### src/rtl/aip_responder_if.sv
// Host-side AIP bus bundle: select, data, strobes and the interrupt line.
// The host drives the master modport; aip_responder sits on the slave modport.
interface aip_responder_if #(
  parameter int DATA_WIDTH   = 32,
  parameter int CONFIG_WIDTH = 5
);
  logic [CONFIG_WIDTH-1:0] aip_config;
  logic [DATA_WIDTH-1:0]   aip_dataIn;
  logic [DATA_WIDTH-1:0]   aip_dataOut;
  logic                    aip_read;
  logic                    aip_write;
  logic                    aip_start;
  logic                    aip_int;

  modport master (
    output aip_config, aip_dataIn, aip_read, aip_write, aip_start,
    input  aip_dataOut, aip_int
  );

  modport slave (
    input  aip_config, aip_dataIn, aip_read, aip_write, aip_start,
    output aip_dataOut, aip_int
  );
endinterface

### src/rtl/aip_responder.sv
// Core-side AIP slave: strobe edge decode, auto-incrementing memory/config pointers,
// status/interrupt register and the start/busy handshake with the core.
module aip_responder #(
  parameter int                    DATA_WIDTH   = 32,
  parameter logic [DATA_WIDTH-1:0] ID           = 32'h00001001,
  parameter int                    CONFIG_WIDTH = 5,
  parameter int                    MEM_IN_AW    = 8,
  parameter int                    MEM_OUT_AW   = 8,
  parameter int                    CONF_AW      = 3,
  parameter int                    NUM_INT      = 8
) (
  input  logic                              clk,
  input  logic                              rst,
  aip_responder_if.slave                    bus,
  output logic                              mem_in_we,
  output logic [MEM_IN_AW-1:0]              mem_in_addr,
  output logic [DATA_WIDTH-1:0]             mem_in_data,
  output logic [MEM_OUT_AW-1:0]             mem_out_addr,
  input  logic [DATA_WIDTH-1:0]             mem_out_data,
  output logic [DATA_WIDTH*(2**CONF_AW)-1:0] conf_regs,
  output logic                              core_start,
  input  logic                              core_done,
  input  logic [NUM_INT-1:0]                int_set
);
  localparam int NUM_CONF = 2**CONF_AW;

  localparam logic [CONFIG_WIDTH-1:0] SEL_MEM_IN   = CONFIG_WIDTH'(0);
  localparam logic [CONFIG_WIDTH-1:0] SEL_PTR_IN   = CONFIG_WIDTH'(1);
  localparam logic [CONFIG_WIDTH-1:0] SEL_MEM_OUT  = CONFIG_WIDTH'(2);
  localparam logic [CONFIG_WIDTH-1:0] SEL_PTR_OUT  = CONFIG_WIDTH'(3);
  localparam logic [CONFIG_WIDTH-1:0] SEL_CONF     = CONFIG_WIDTH'(4);
  localparam logic [CONFIG_WIDTH-1:0] SEL_PTR_CONF = CONFIG_WIDTH'(5);
  localparam logic [CONFIG_WIDTH-1:0] SEL_STATUS   = CONFIG_WIDTH'(30);
  localparam logic [CONFIG_WIDTH-1:0] SEL_ID       = CONFIG_WIDTH'(31);

  typedef enum logic {ST_IDLE, ST_BUSY} state_t;

  state_t                  state_reg;
  logic                    read_prev_reg, write_prev_reg, start_prev_reg;
  logic                    rd_edge, wr_edge, st_edge;
  logic [MEM_IN_AW-1:0]    ptr_in_reg;
  logic [MEM_OUT_AW-1:0]   ptr_out_reg;
  logic [CONF_AW-1:0]      ptr_conf_reg;
  logic [NUM_INT-1:0]      flags_reg, mask_reg, flags_clr;
  logic [DATA_WIDTH-1:0]   status_word;

  assign rd_edge      = bus.aip_read  & ~read_prev_reg;
  assign wr_edge      = bus.aip_write & ~write_prev_reg;
  assign st_edge      = bus.aip_start & ~start_prev_reg;
  assign mem_out_addr = ptr_out_reg;

  always_comb begin
    status_word                = '0;
    status_word[NUM_INT-1:0]   = flags_reg;
    status_word[8]             = (state_reg == ST_BUSY);
    status_word[16 +: NUM_INT] = mask_reg;
  end

  always_comb begin
    flags_clr = '0;
    if (wr_edge && bus.aip_config == SEL_STATUS) flags_clr = bus.aip_dataIn[NUM_INT-1:0];
  end

  always_ff @(posedge clk or posedge rst) begin
    if (rst) begin
      read_prev_reg  <= 1'b0;
      write_prev_reg <= 1'b0;
      start_prev_reg <= 1'b0;
    end else begin
      read_prev_reg  <= bus.aip_read;
      write_prev_reg <= bus.aip_write;
      start_prev_reg <= bus.aip_start;
    end
  end

  // Write side: input-memory port, pointer loads and the interrupt mask.
  always_ff @(posedge clk or posedge rst) begin
    if (rst) begin
      mem_in_we    <= 1'b0;
      mem_in_addr  <= '0;
      mem_in_data  <= '0;
      ptr_in_reg   <= '0;
      ptr_conf_reg <= '0;
      mask_reg     <= '0;
    end else begin
      mem_in_we <= 1'b0;
      if (wr_edge) begin
        case (bus.aip_config)
          SEL_MEM_IN: begin
            mem_in_we   <= 1'b1;
            mem_in_addr <= ptr_in_reg;
            mem_in_data <= bus.aip_dataIn;
            ptr_in_reg  <= ptr_in_reg + 1'b1;
          end
          SEL_PTR_IN:   ptr_in_reg   <= bus.aip_dataIn[MEM_IN_AW-1:0];
          SEL_CONF:     ptr_conf_reg <= ptr_conf_reg + 1'b1;
          SEL_PTR_CONF: ptr_conf_reg <= bus.aip_dataIn[CONF_AW-1:0];
          SEL_STATUS:   mask_reg     <= bus.aip_dataIn[16 +: NUM_INT];
          default: ;
        endcase
      end
    end
  end

  genvar gi;
  generate
    for (gi = 0; gi < NUM_CONF; gi++) begin : g_conf
      logic [DATA_WIDTH-1:0] conf_reg;
      always_ff @(posedge clk or posedge rst) begin
        if (rst)
          conf_reg <= '0;
        else if (wr_edge && bus.aip_config == SEL_CONF && ptr_conf_reg == CONF_AW'(gi))
          conf_reg <= bus.aip_dataIn;
      end
      assign conf_regs[gi*DATA_WIDTH +: DATA_WIDTH] = conf_reg;
    end
  endgenerate

  // A write edge shadows a coincident read edge, so the read data simply holds.
  always_ff @(posedge clk or posedge rst) begin
    if (rst) begin
      bus.aip_dataOut <= '0;
      ptr_out_reg     <= '0;
    end else if (wr_edge) begin
      if (bus.aip_config == SEL_PTR_OUT) ptr_out_reg <= bus.aip_dataIn[MEM_OUT_AW-1:0];
    end else if (rd_edge) begin
      case (bus.aip_config)
        SEL_MEM_OUT: begin
          bus.aip_dataOut <= mem_out_data;
          ptr_out_reg     <= ptr_out_reg + 1'b1;
        end
        SEL_STATUS: bus.aip_dataOut <= status_word;
        SEL_ID:     bus.aip_dataOut <= ID;
        default:    bus.aip_dataOut <= '0;
      endcase
    end
  end

  // Set is OR-ed in after the clear so a same-cycle set survives.
  always_ff @(posedge clk or posedge rst) begin
    if (rst) begin
      flags_reg   <= '0;
      bus.aip_int <= 1'b0;
    end else begin
      flags_reg   <= (flags_reg & ~flags_clr) | int_set;
      bus.aip_int <= |(flags_reg & mask_reg);
    end
  end

  always_ff @(posedge clk or posedge rst) begin
    if (rst) begin
      state_reg  <= ST_IDLE;
      core_start <= 1'b0;
    end else begin
      core_start <= 1'b0;
      case (state_reg)
        ST_IDLE: if (st_edge) begin
          core_start <= 1'b1;
          state_reg  <= ST_BUSY;
        end
        ST_BUSY: if (core_done) state_reg <= ST_IDLE;
        default: state_reg <= ST_IDLE;
      endcase
    end
  end
endmodule

### src/flat_wrapper.sv
// flat-port wrapper written by rule: the top's interface ports become plain ports
module aip_responder_flat 
#(
  parameter int                    DATA_WIDTH   = 32,
  parameter logic [DATA_WIDTH-1:0] ID           = 32'h00001001,
  parameter int                    CONFIG_WIDTH = 5,
  parameter int                    MEM_IN_AW    = 8,
  parameter int                    MEM_OUT_AW   = 8,
  parameter int                    CONF_AW      = 3,
  parameter int                    NUM_INT      = 8
)
  (clk, rst, mem_in_we, mem_in_addr, mem_in_data, mem_out_addr, mem_out_data, conf_regs, core_start, core_done, int_set, bus_aip_config, bus_aip_dataIn, bus_aip_read, bus_aip_write, bus_aip_start, bus_aip_dataOut, bus_aip_int);
  aip_responder_if #(.DATA_WIDTH(DATA_WIDTH), .CONFIG_WIDTH(CONFIG_WIDTH)) bus_i ();
  input  logic clk;
  input  logic rst;
  output logic mem_in_we;
  output logic [MEM_IN_AW-1:0] mem_in_addr;
  output logic [DATA_WIDTH-1:0] mem_in_data;
  output logic [MEM_OUT_AW-1:0] mem_out_addr;
  input  logic [DATA_WIDTH-1:0] mem_out_data;
  output logic [DATA_WIDTH*(2**CONF_AW)-1:0] conf_regs;
  output logic core_start;
  input  logic core_done;
  input  logic [NUM_INT-1:0] int_set;
  input wire logic [$bits(bus_i.aip_config)-1:0] bus_aip_config;
  input wire logic [$bits(bus_i.aip_dataIn)-1:0] bus_aip_dataIn;
  input wire logic [$bits(bus_i.aip_read)-1:0] bus_aip_read;
  input wire logic [$bits(bus_i.aip_write)-1:0] bus_aip_write;
  input wire logic [$bits(bus_i.aip_start)-1:0] bus_aip_start;
  output wire logic [$bits(bus_i.aip_dataOut)-1:0] bus_aip_dataOut;
  output wire logic [$bits(bus_i.aip_int)-1:0] bus_aip_int;
  assign bus_i.aip_config = bus_aip_config;
  assign bus_i.aip_dataIn = bus_aip_dataIn;
  assign bus_i.aip_read = bus_aip_read;
  assign bus_i.aip_write = bus_aip_write;
  assign bus_i.aip_start = bus_aip_start;
  assign bus_aip_dataOut = bus_i.aip_dataOut;
  assign bus_aip_int = bus_i.aip_int;
  aip_responder #(.DATA_WIDTH(DATA_WIDTH), .ID(ID), .CONFIG_WIDTH(CONFIG_WIDTH), .MEM_IN_AW(MEM_IN_AW), .MEM_OUT_AW(MEM_OUT_AW), .CONF_AW(CONF_AW), .NUM_INT(NUM_INT)) u_core (.clk(clk), .rst(rst), .bus(bus_i), .mem_in_we(mem_in_we), .mem_in_addr(mem_in_addr), .mem_in_data(mem_in_data), .mem_out_addr(mem_out_addr), .mem_out_data(mem_out_data), .conf_regs(conf_regs), .core_start(core_start), .core_done(core_done), .int_set(int_set));
endmodule
### config.mk
export PLATFORM = sky130hd
export DESIGN_NAME = aip_responder_flat
export DESIGN_NICKNAME = d
export VERILOG_FILES = /design/src/rtl/aip_responder_if.sv /design/src/rtl/aip_responder.sv /design/src/flat_wrapper.sv
export SDC_FILE = /design/constraint.sdc
export NUM_CORES = 1
export LEC_CHECK = 0
export ABC_AREA = 1
export CORE_AREA = 8 8 189 191
export CTS_CLUSTER_SIZE = 24
export DETAILED_ROUTE_END_ITERATION = 7
export DIE_AREA = 0 0 197 199
export GPL_TIMING_DRIVEN = 0
export PLACE_DENSITY = 0.78
export SLEW_MARGIN = 20
export SYNTH_ARGS = -nofsm -noshare
export SYNTH_HDL_FRONTEND = slang
export SYNTH_SLANG_ARGS = --single-unit
### constraint.sdc
create_clock -name clk -period 15.7 [get_ports clk]
set_clock_uncertainty 0.05 [all_clocks]
set_input_delay 3.14 -clock clk [delete_from_list [all_inputs] [get_ports clk]]
set_output_delay 3.14 -clock clk [all_outputs]
set_load 0.05 [all_outputs]
==> impl_metrics.csv <==
group,metric,value,unit
timing,max_clock_freq,198,MHz
timing,timing.setup.tns,0,ps
synthesis,mappedNetlistNets,1886,
clocking,htree_levels,2,
timing,fin_ws,10660,ps
global_routing,grtUsageTotal,29.5,%
floorplanning,dieArea,0.0392,mm²
clocking,clk_transition_reported_paths,60,ps
cells_and_area,area.growth.synth_to_final,38.2,%
cells_and_area,multiInputGateArea,0.00529,mm²
floorplanning,num_io_pins,422,
cells_and_area,layout.cells.non_filler,2708,
power_and_ir_drop,ir_worst_vdd,0.0977,mV
global_routing,grt_first_pass_wirelength,88300,µm
timing,grt_setup_unrepaired,"no",
place,dpl_worst_slack,10180,ps
timing,hold_viol,0,
synthesis,synthesis.area_per_instance,8.58,µm²
cells_and_area,finish.net_count,2321,
setup_path,required_time_at_the_endpoint_of_the_critical_path,16050,ps
setup_path,timing.critical_path.cells,"clkdlybuf4s50_1 -> inv_2 -> nor2_4 -> nand2_4 -> nor2_4 -> nand2_2 -> inv_2 -> nand2_1 -> buf_2 -> nand2_1 -> nand2_1",
timing,setup-violations-final,0,
floorplanning,placeableCoreArea,0.0329,mm²
cells_and_area,fillCellCount,2718,
synthesis,post_synth_fa_ha_maj_area_fraction,0.650,%
power_and_ir_drop,total_leakage_power,11.0,nW
routing,dr_vias_cell,5.30,
global_routing,grt_antenna_before_repair,0,
setup_path,setup.worst_path.end_class,"flip-flop",
routing,drt_drc_violations_left,0,
synthesis,synth.ff_latch_count,370,
clocking,post_cts.repair.setup_buffers,0,
global_routing,largest_net_degree_at_the_start_of_global_routing,88,
routing,wirelength,59100,µm
synthesis,synthTopCellsByArea,"dfrtp_1 (60%), nand2_1 (20%), o21ai_1 (6.3%)",
cells_and_area,post_route_cells_drive_above_1_share,6.42,%
floorplanning,fp.dieH,199,µm
floorplanning,dieWidth,197,µm
setup_path,most_frequent_cell_on_the_critical_path,"nand2_1",
timing,timing_max_transition_violations_final,0,
timing,slew_at_the_pin_with_the_worst_max_slew_slack,1080,ps
place,gpl.final_weighted_congestion,0.879,
clocking,holdBufCountCts,0,
timing,crit_share_post_route,32.1,%
place,io_buffers,389,
outcome,status,"completed",
clocking,post_cts_resized,0,
clocking,clock_sink_count,370,
cells_and_area,largest_register_ff_count,256,
setup_path,path_delay_family,"buffers and inverters",
synthesis,basic_gate_share_of_the_synthesized_area_counting_and_or_nand_and_nor_cells,26.4,%
power_and_ir_drop,power.total,2.51,mW
clocking,clk_latency_worst_skew_pair,520,ps
synthesis,synth_xor_xnor_area_share,0.0569,%
clocking,cts_root_buffer,"clkbuf_16",
setup_path,slowest_delay,520,ps
clocking,cts_made_buffers,40,
global_routing,grt_pass1_vias,14400,
setup_path,critical_path_arrival,5390,ps
synthesis,synthCells,1795,
routing,routedWlPerCell,21.8,µm
timing,final_critical_delay_including_setup_and_external_delays,5040,ps
synthesis,synth_area_in_compound_gates,7.21,%
clocking,clock_tree.buffer_depth,3,
setup_path,critical_path_class,"in -> reg",
synthesis,main_combinational_cell_family_by_area_after_synthesis,"simple AND/OR/NAND/NOR gates",
hold_path,worst_hold_path_type,"reg -> reg",
job,cap_viol_max_count,0,
synthesis,synth_area,0.0154,mm²
clocking,cts_tree,"done",
global_routing,globalRoute.totalOverflow,0,
setup_path,crit_fanout,10,
routing,num_vias,14300,
synthesis,synth_warnings,0,
routing,drt-pass1-iter-count,5,
synthesis,synth_mux_area_share,0,%
synthesis,synthDistinctLibCells,27,
synthesis,yosys.area.top_type_share,60.1,%
place,dp.final_hpwl,43000,µm
power_and_ir_drop,power-per-cell-area,118,mW/mm²
cells_and_area,antennaDiodeCount,0,
routing,drt-initial-drc-count,1208,
synthesis,synth.largest_area_cell,"dfrtp_1",
cells_and_area,regArea,0.00926,mm²
setup_path,critical_path_top_delay_cell,"clkdlybuf4s50_1",
setup_path,critical_path_buf_inv_count,4,
setup_path,critPathLaunchType,"input pin",
routing,ant_nets,0,
timing,timing.slew.headroom,27.7,%
floorplanning,initial_utilization,46.9,%
synthesis,ys_seq_area_share,60.1,%
floorplanning,std_cell_rows,67,
place,cell_total_after_placement,2636,
-- through the flow --
step	hold WS [ps]	util (%)	cell area, µm²
final	394	64.7	21300
after global routing	423	64.7	21300
after CTS	389	64.7	21300
after detailed placement	377	60.8	20000
after global placement	359	60.4	19900
after floorplan	353	-	15400
-- metal layers --
layer	share of wire [%]	up-vias	GRT usage, %
li1	-	6536	-
met1	39	7018	35.8
met2	47	667	49.0
met3	9.8	127	8.88
met4	4.0	0	11.4
met5	0	-	0
-- worst reg2reg max path: cells and delay by family (launching register included) --
kind / cells / cell delay, ps
adders and majority gates: 1 / 180
buffers and inverters: 3 / 520
DFF: 1 / 420
and+or+nand+nor: 4 / 1390
-- cell usage after synthesis, drive strengths merged --
cell type  number
nor3            2
xor2            1
nor2           27
nand2         837
nand3         134
o21ai         212
buf            59
o22ai           5
clkbuf         67
dfrtp         370
nand4           3
a21oi           2
or2             1
ha              8
o211ai          1
inv            65
nand3b          1
-- placed cells by master (no fill, tap or decap) --
| cell | synthesis | layout |
|---|---|---|
| a21oi_1 | 2 | 2 |
| buf_1 | 3 | 3 |
| buf_16 | 0 | 4 |
| buf_2 | 38 | 38 |
| buf_4 | 14 | 14 |
| buf_6 | 4 | 4 |
| bufinv_16 | 0 | 3 |
| clkbuf_1 | 67 | 75 |
| clkbuf_16 | 0 | 41 |
| clkbuf_8 | 0 | 5 |
| clkdlybuf4s50_1 | 0 | 389 |
| clkinv_2 | 0 | 10 |
| clkinv_4 | 0 | 1 |
| clkinvlp_4 | 0 | 2 |
| dfrtp_1 | 370 | 370 |
| ha_1 | 8 | 8 |
| inv_1 | 59 | 58 |
| inv_2 | 6 | 6 |
| inv_6 | 0 | 2 |
| inv_8 | 0 | 1 |
| nand2_1 | 833 | 833 |
| nand2_2 | 3 | 3 |
| nand2_4 | 1 | 1 |
| nand3_1 | 134 | 134 |
| nand3b_1 | 1 | 1 |
| nand4_1 | 3 | 3 |
| nor2_1 | 19 | 19 |
| nor2_4 | 4 | 4 |
| nor2_8 | 4 | 4 |
| nor3_1 | 1 | 1 |
| nor3_2 | 1 | 1 |
| o211ai_1 | 1 | 1 |
| o21ai_0 | 17 | 17 |
| o21ai_1 | 195 | 195 |
| o22ai_1 | 5 | 5 |
| or2_2 | 1 | 1 |
| xor2_1 | 1 | 1 |
-- final cells by class --
class / instances / area share (%)
Inverter: 65 / 1.18
Buffer: 126 / 2.83
Clock buffer: 54 / 5.29
Timing Repair Buffer: 393 / 18.8
Sequential cell: 370 / 43.5
Clock inverter: 18 / 0.853
Tap cell: 448 / 2.63
Multi-Input combinational cell: 1234 / 24.9
-- where the power goes --
part	internal [mW]	switching, mW
clock network	0.554	0.392
logic	0.138	0.368
registers	1.01	0.0438
-- final timing paths --
path                            slack, ps                            end  depth (start not counted)              startpoint
worst max-delay path                10660   u_core.g_conf[0].conf_reg[5]                         11           bus_aip_write
worst min-delay path                  390              u_core.core_start                          1   u_core.start_prev_reg
worst max register to register      13020   u_core.g_conf[0].conf_reg[5]                          8  u_core.ptr_conf_reg[0]
worst min register to register        390              u_core.core_start                          1   u_core.start_prev_reg
max in group asynchronous           11420  u_core.g_conf[6].conf_reg[22]                          4                     rst
min in group asynchronous            2980  u_core.g_conf[1].conf_reg[31]                          2                     rst
-- cells by family after synthesis --
| logic type | Yosys count |
|---|---|
| adders and majority gates | 8 |
| and+or+nand+nor | 1005 |
| AOI/OAI and AO/OA | 220 |
| buffers and inverters | 191 |
| DFF | 370 |
| xor gates and xnor gates | 1 |
Power figures use the tool's default switching activity.
